File: src/rtl/bp_pkg.sv
// rtl/bp_pkg.sv - shared types and counter helpers for the branch predictor
package bp_pkg;

    typedef enum logic [1:0] {
        SNT = 2'b00,
        WNT = 2'b01,
        WT  = 2'b10,
        ST  = 2'b11
    } ctr_t;

    typedef enum logic {
        IDLE  = 1'b0,
        CLEAR = 1'b1
    } bp_state_t;

    function automatic ctr_t ctr_next(input ctr_t c, input logic taken);
        ctr_t n;
        n = c;
        if (taken) begin
            if (c != ST) n = ctr_t'(c + 2'd1);
        end else begin
            if (c != SNT) n = ctr_t'(c - 2'd1);
        end
        return n;
    endfunction

    function automatic logic ctr_is_taken(input ctr_t c);
        return c[1];
    endfunction

endpackage

File: src/rtl/bp_stat_counter.sv
// rtl/bp_stat_counter.sv - saturating event counter cleared only by reset
module bp_stat_counter #(
    parameter int CNT_W = 16
) (
    input  logic             clk,
    input  logic             rst,
    input  logic             inc,
    output logic [CNT_W-1:0] count
);

    always_ff @(posedge clk) begin
        if (!rst) begin
            count <= '0;
        end else if (inc && (count != '1)) begin
            count <= count + 1'b1;
        end
    end

endmodule

File: src/rtl/branch_predictor.sv
// rtl/branch_predictor.sv - direct-mapped BTB with 2-bit direction counters and clear sweep
module branch_predictor
    import bp_pkg::*;
#(
    parameter int ENTRIES = 16,
    parameter int PC_W    = 32,
    parameter int CNT_W   = 16
) (
    input  logic             clk,
    input  logic             rst,
    input  logic             lookup_en,
    input  logic [PC_W-1:0]  lookup_pc,
    output logic             pred_hit,
    output logic             pred_taken,
    output logic [PC_W-1:0]  pred_target,
    input  logic             update_en,
    input  logic [PC_W-1:0]  update_pc,
    input  logic             update_taken,
    input  logic [PC_W-1:0]  update_target,
    input  logic             update_mispred,
    input  logic             inv_req,
    output logic             busy,
    output logic [CNT_W-1:0] lookup_cnt,
    output logic [CNT_W-1:0] mispred_cnt
);

    localparam int IDX_W = $clog2(ENTRIES);
    localparam int TAG_W = PC_W - 2 - IDX_W;

    // Storage is deliberately unreset so it can map onto RAM; the sweep clears it.
    logic              valid_mem  [ENTRIES];
    logic [TAG_W-1:0]  tag_mem    [ENTRIES];
    logic [PC_W-3:0]   target_mem [ENTRIES];
    ctr_t              ctr_mem    [ENTRIES];

    bp_state_t         state, state_n;
    logic [IDX_W-1:0]  clr_idx, clr_idx_n;

    logic [IDX_W-1:0]  lu_idx, up_idx;
    logic [TAG_W-1:0]  lu_tag, up_tag;
    logic              up_hit;
    logic              unused_bits;

    assign lu_idx = lookup_pc[IDX_W+1:2];
    assign lu_tag = lookup_pc[PC_W-1:IDX_W+2];
    assign up_idx = update_pc[IDX_W+1:2];
    assign up_tag = update_pc[PC_W-1:IDX_W+2];
    assign unused_bits = ^{lookup_pc[1:0], update_pc[1:0], update_target[1:0]};

    assign busy = (state == CLEAR) || !rst;

    // Lookup reads pre-update contents; a same-cycle update is seen next cycle.
    always_comb begin
        pred_hit    = lookup_en && !busy && valid_mem[lu_idx] && (tag_mem[lu_idx] == lu_tag);
        pred_taken  = pred_hit && ctr_is_taken(ctr_mem[lu_idx]);
        pred_target = pred_hit ? {target_mem[lu_idx], 2'b00} : '0;
    end

    assign up_hit = valid_mem[up_idx] && (tag_mem[up_idx] == up_tag);

    always_ff @(posedge clk) begin
        if (!rst) begin
            state   <= CLEAR;
            clr_idx <= '0;
        end else begin
            state   <= state_n;
            clr_idx <= clr_idx_n;
        end
    end

    always_comb begin
        state_n   = state;
        clr_idx_n = clr_idx;
        case (state)
            CLEAR: begin
                clr_idx_n = clr_idx + 1'b1;
                if (clr_idx == IDX_W'(ENTRIES - 1)) state_n = IDLE;
            end
            IDLE: begin
                if (inv_req) begin
                    state_n   = CLEAR;
                    clr_idx_n = '0;
                end
            end
            default: state_n = CLEAR;
        endcase
    end

    always_ff @(posedge clk) begin
        if (rst && (state == CLEAR)) begin
            valid_mem[clr_idx] <= 1'b0;
            ctr_mem[clr_idx]   <= WNT;
        end else if (update_en && !busy) begin
            if (up_hit) begin
                ctr_mem[up_idx] <= ctr_next(ctr_mem[up_idx], update_taken);
                if (update_taken) target_mem[up_idx] <= update_target[PC_W-1:2];
            end else if (update_taken) begin
                valid_mem[up_idx]  <= 1'b1;
                tag_mem[up_idx]    <= up_tag;
                target_mem[up_idx] <= update_target[PC_W-1:2];
                ctr_mem[up_idx]    <= WT;
            end
        end
    end

    bp_stat_counter #(.CNT_W(CNT_W)) u_lookup_cnt (
        .clk   (clk),
        .rst   (rst),
        .inc   (lookup_en && !busy),
        .count (lookup_cnt)
    );

    bp_stat_counter #(.CNT_W(CNT_W)) u_mispred_cnt (
        .clk   (clk),
        .rst   (rst),
        .inc   (update_en && update_mispred && !busy),
        .count (mispred_cnt)
    );

endmodule

File: config.mk
export PLATFORM = sky130hd
export DESIGN_NAME = branch_predictor
export DESIGN_NICKNAME = d
export VERILOG_FILES = /design/src/rtl/bp_pkg.sv /design/src/rtl/bp_stat_counter.sv /design/src/rtl/branch_predictor.sv
export SDC_FILE = /design/constraint.sdc
export NUM_CORES = 1
export LEC_CHECK = 0
export BUFFER_PORTS_ARGS = -buffer_cell sky130_fd_sc_hd__buf_2
export CORE_MARGIN = 1.5
export CORE_UTILIZATION = 60
export DETAILED_ROUTE_END_ITERATION = 10
export GPL_TIMING_DRIVEN = 1
export PLACE_DENSITY = 0.78
export REMOVE_ABC_BUFFERS = 1
export SYNTH_ARGS = -nofsm -noshare
export SYNTH_HDL_FRONTEND = slang
export SYNTH_SLANG_ARGS = --single-unit
File: constraint.sdc
create_clock -name clk -period 8.5 [get_ports clk]
set_clock_uncertainty 0.05 [all_clocks]
set_input_delay 0.425 -clock clk [delete_from_list [all_inputs] [get_ports clk]]
set_output_delay 0.425 -clock clk [all_outputs]
set_load 0.02 [all_outputs]
==> flow_summary.yaml <==
die:
  initial_core_util_pct: 60.96
  rows: 97
  pin_count: 170
  die_h_um: 270.4
  dieArea_um2: 73130
  die_x_um: 270.4
  coreArea_um2: 70390
routing:
  detail_route.wl_per_cell_um: 33.18
  vias_per_cell: 7.055
  vias: 23630
  drt_pass1_iterations: 9
  first_iter_violations: 3364
  drt-total-wl_mm: 111.1
  drc_errors: 0
  ant_nets: 0
global_route:
  grt_usage_pct: 30.65
  grt_pass1_vias: 24160
  grt_start_max_net_pins: 105
  grt_pass1_wl_mm: 162.1
  overflow: 0
  antenna_found_initial: 9
clocking:
  numCtsBuffers: 98
  clkTransAtPathRegs_ps: 60
  cts_resized: 0
  cts_buffer_depth: 3
  clkLatencyLatePin_ps: 680
  clock_sinks: 981
  cts_tree: "yes"
  hold_buffers: 0
  h-tree-depth: 3
  cts-root-buf: "clkbuf_16"
  post-cts-setup-buffer-count: 0
min_path:
  holdPathStages: 1
  hold_start: "update_target[14]"
  holdCritPathClass: "in2reg"
  hold_path_end: "target_mem[3][12]$_DFFE_PP_"
power_and_ir_drop:
  max-vdd-ir-drop_mv: 0.1978
  p_leak_nw: 15.73
  powerDensity_nw_per_um2: 212.4
sta:
  worst_pin_slew_ps: 1213
  fin_setup_tns_ps: 0
  grt_setup_unrepaired: "no"
  relSlewSlack_pct: 18.79
  period_needed_ps: 5989
  fmax_ghz: 0.1670
  slew_viol_final: 0
  setup_viol: 0
  period_share_pct: 70.46
  hold_viol: 0
  finalWorstSetupSlack_ps: 2511
critical_path:
  worstRegToRegCells: 9
  cp_slowest_stage_delay_ps: 960
  cpMaxStageDelayCell: "a2bb2oi_1"
  crit_required_ps: 8770
  crit_path_cell_trace: "buf_4 -> buf_4 -> nor2b_1 -> a22o_1 -> a221oi_1 -> xnor2_1 -> nand4b_1 -> a2bb2oi_1 -> or3_1 -> nand3_1 -> nor2_4 -> buf_4"
  r2r_end: "ctr_mem[0][1]$_DFFE_PP_"
  cp_top_family: "simple AND/OR/NAND/NOR gates"
  path_buf_inv: 3
  arrival_ps: 6260
  end_kind: "register"
  crit_fanout: 52
  startpoint_type: "input port"
  critPathKind: "in2reg"
  cp_common_cell: "buf_4"
  r2r_slack_ps: 3250
  r2r-start: "tag_mem[6][3]$_DFFE_PP_"
synth:
  synth_cell_type_count: 71
  yosys-top-cells-count: "edfxtp_1 (944), mux4_2 (353), mux2i_1 (91), clkbuf_1 (71), xnor2_1 (69)"
  synthFlopType: "edfxtp_1"
  synth_area_leaders: "edfxtp_1 (66%), mux4_2 (19%), mux2i_1 (2.1%)"
  yosysWarnings: 0
  synth.most_common_cell: "edfxtp_1"
  syn_inst: 2136
  synth-edff-count: 944
  ys_ff_latch: 981
  yosys.area.top_type: "edfxtp_1"
  synth_top_area_share_pct: 66.06
  synthesis.area_um2: 42910
  syn_area_per_cell_um2: 20.09
  ys_async_sr_fraction_pct: 0
  ys_seq_area_share_pct: 67.79
finish:
  area_growth_pct: 12.31
  nFillCells: 4372
  final_layout_size_suffix_gt1_share_pct: 31.65
  fin_cells: 3349
  nets: 2425
placement:
  post-dp-hpwl_mm: 60.15
  dp_slack_ps: 1996
  gp_congestion: 0.8934
  port_buffers: 161
  dp_cells: 3159
status:
  status: "complete, no violations"
job:
  drv_cap: 0
-- state kept, by name, indices dropped and copies added, names as in the netlist --
| signal | flops |
|---|---|
| tag_mem | 416 |
| target_mem | 480 |
| valid_mem | 16 |
| u_lookup_cnt.count | 16 |
| u_mispred_cnt.count | 16 |
| clr_idx | 4 |
| state | 1 |
| ctr_mem | 32 |
-- per-stage QoR --
| step | util, % | power, W | area, um2 | hold WS (ps) |
|---|---|---|---|---|
| after detailed placement | 63.87 | 0.006003 | 44960 | 468.2 |
| after CTS | 68.44 | 0.01027 | 48170 | 31.04 |
| final | 68.46 | 0.01024 | 48190 | 71.11 |
| after floorplan | - | 0.005707 | 42250 | 442.9 |
| after global placement | 63.87 | 0.005988 | 44960 | 443.6 |
| after global routing | 68.45 | 0.01047 | 48180 | 55.05 |
-- layout make-up --
type                    instances  area [um2]  share of cell area (%)
repair buffers                217        1279                   2.653
clock buffers                 121        2539                   5.268
flip-flops and latches        981       29090                   60.36
multi-input cells            1007       13360                   27.72
clock inverters                61       678.2                   1.407
diodes                          8       20.02                 0.04154
inverters                      14       52.55                  0.1090
well taps                     940        1176                   2.440
-- power by group --
part | switching (W) | total, W | internal [W]
clock network | 0.00188 | 0.00432 | 0.00245
logic | 0.000351 | 0.000615 | 0.000264
registers | 0.00000464 | 0.00530 | 0.00529
-- how the worst max path moves through the flow --
stage	start	endpoint	cells past startpoint
2_1_floorplan	update_pc[3]	tag_mem[5][0]$_DFFE_PP_	9
3_3_place_gp	update_pc[3]	tag_mem[6][23]$_DFFE_PP_	12
3_5_place_dp	update_pc[3]	tag_mem[7][12]$_DFFE_PP_	12
4_1_cts	update_pc[3]	tag_mem[7][4]$_DFFE_PP_	12
5_1_grt	update_pc[3]	ctr_mem[12][1]$_DFFE_PP_	11
6_report	update_pc[3]	tag_mem[7][0]$_DFFE_PP_	12
-- per-layer routing --
metal  track usage (%)  vias to the layer above  routed length, um
met5                 0                        -                 34
met4             11.22                        8               4151
met3             5.441                      280              10400
met2             51.64                     1593              56920
met1             40.54                    12300              39610
li1                  -                     9443                  -
-- kinds of logic after synthesis --
group           count (synthesis)  share of synthesized area [%]
flops                         981                          67.79
fa+ha+maj                       3                        0.08749
mux                           473                          22.32
simple gates                  288                          3.584
xor+xnor                       86                          1.755
other cells                     1                       0.008739
compound gates                155                          2.793
buf+inv                       149                          1.662
-- layout by cell type, fill, tap and decap left out, drive strengths merged, types with 7 or more instances in the layout --
master    instances
mux4            379
and3             38
dfxtp            37
xnor2            69
nor2             52
and2             37
o21ai            11
buf             216
a22o             16
nand2b            8
clkinv           41
nor3             11
a22oi            21
diode             8
clkinvlp          8
o22ai             8
xor2             17
clkbuf          122
inv              16
mux2i            91
nand2            50
nand3            26
nor2b            15
bufinv           10
a21boi            7
a221oi           14
a21oi            25
edfxtp          944
nand4            19
(Power assumes the default switching activity.)
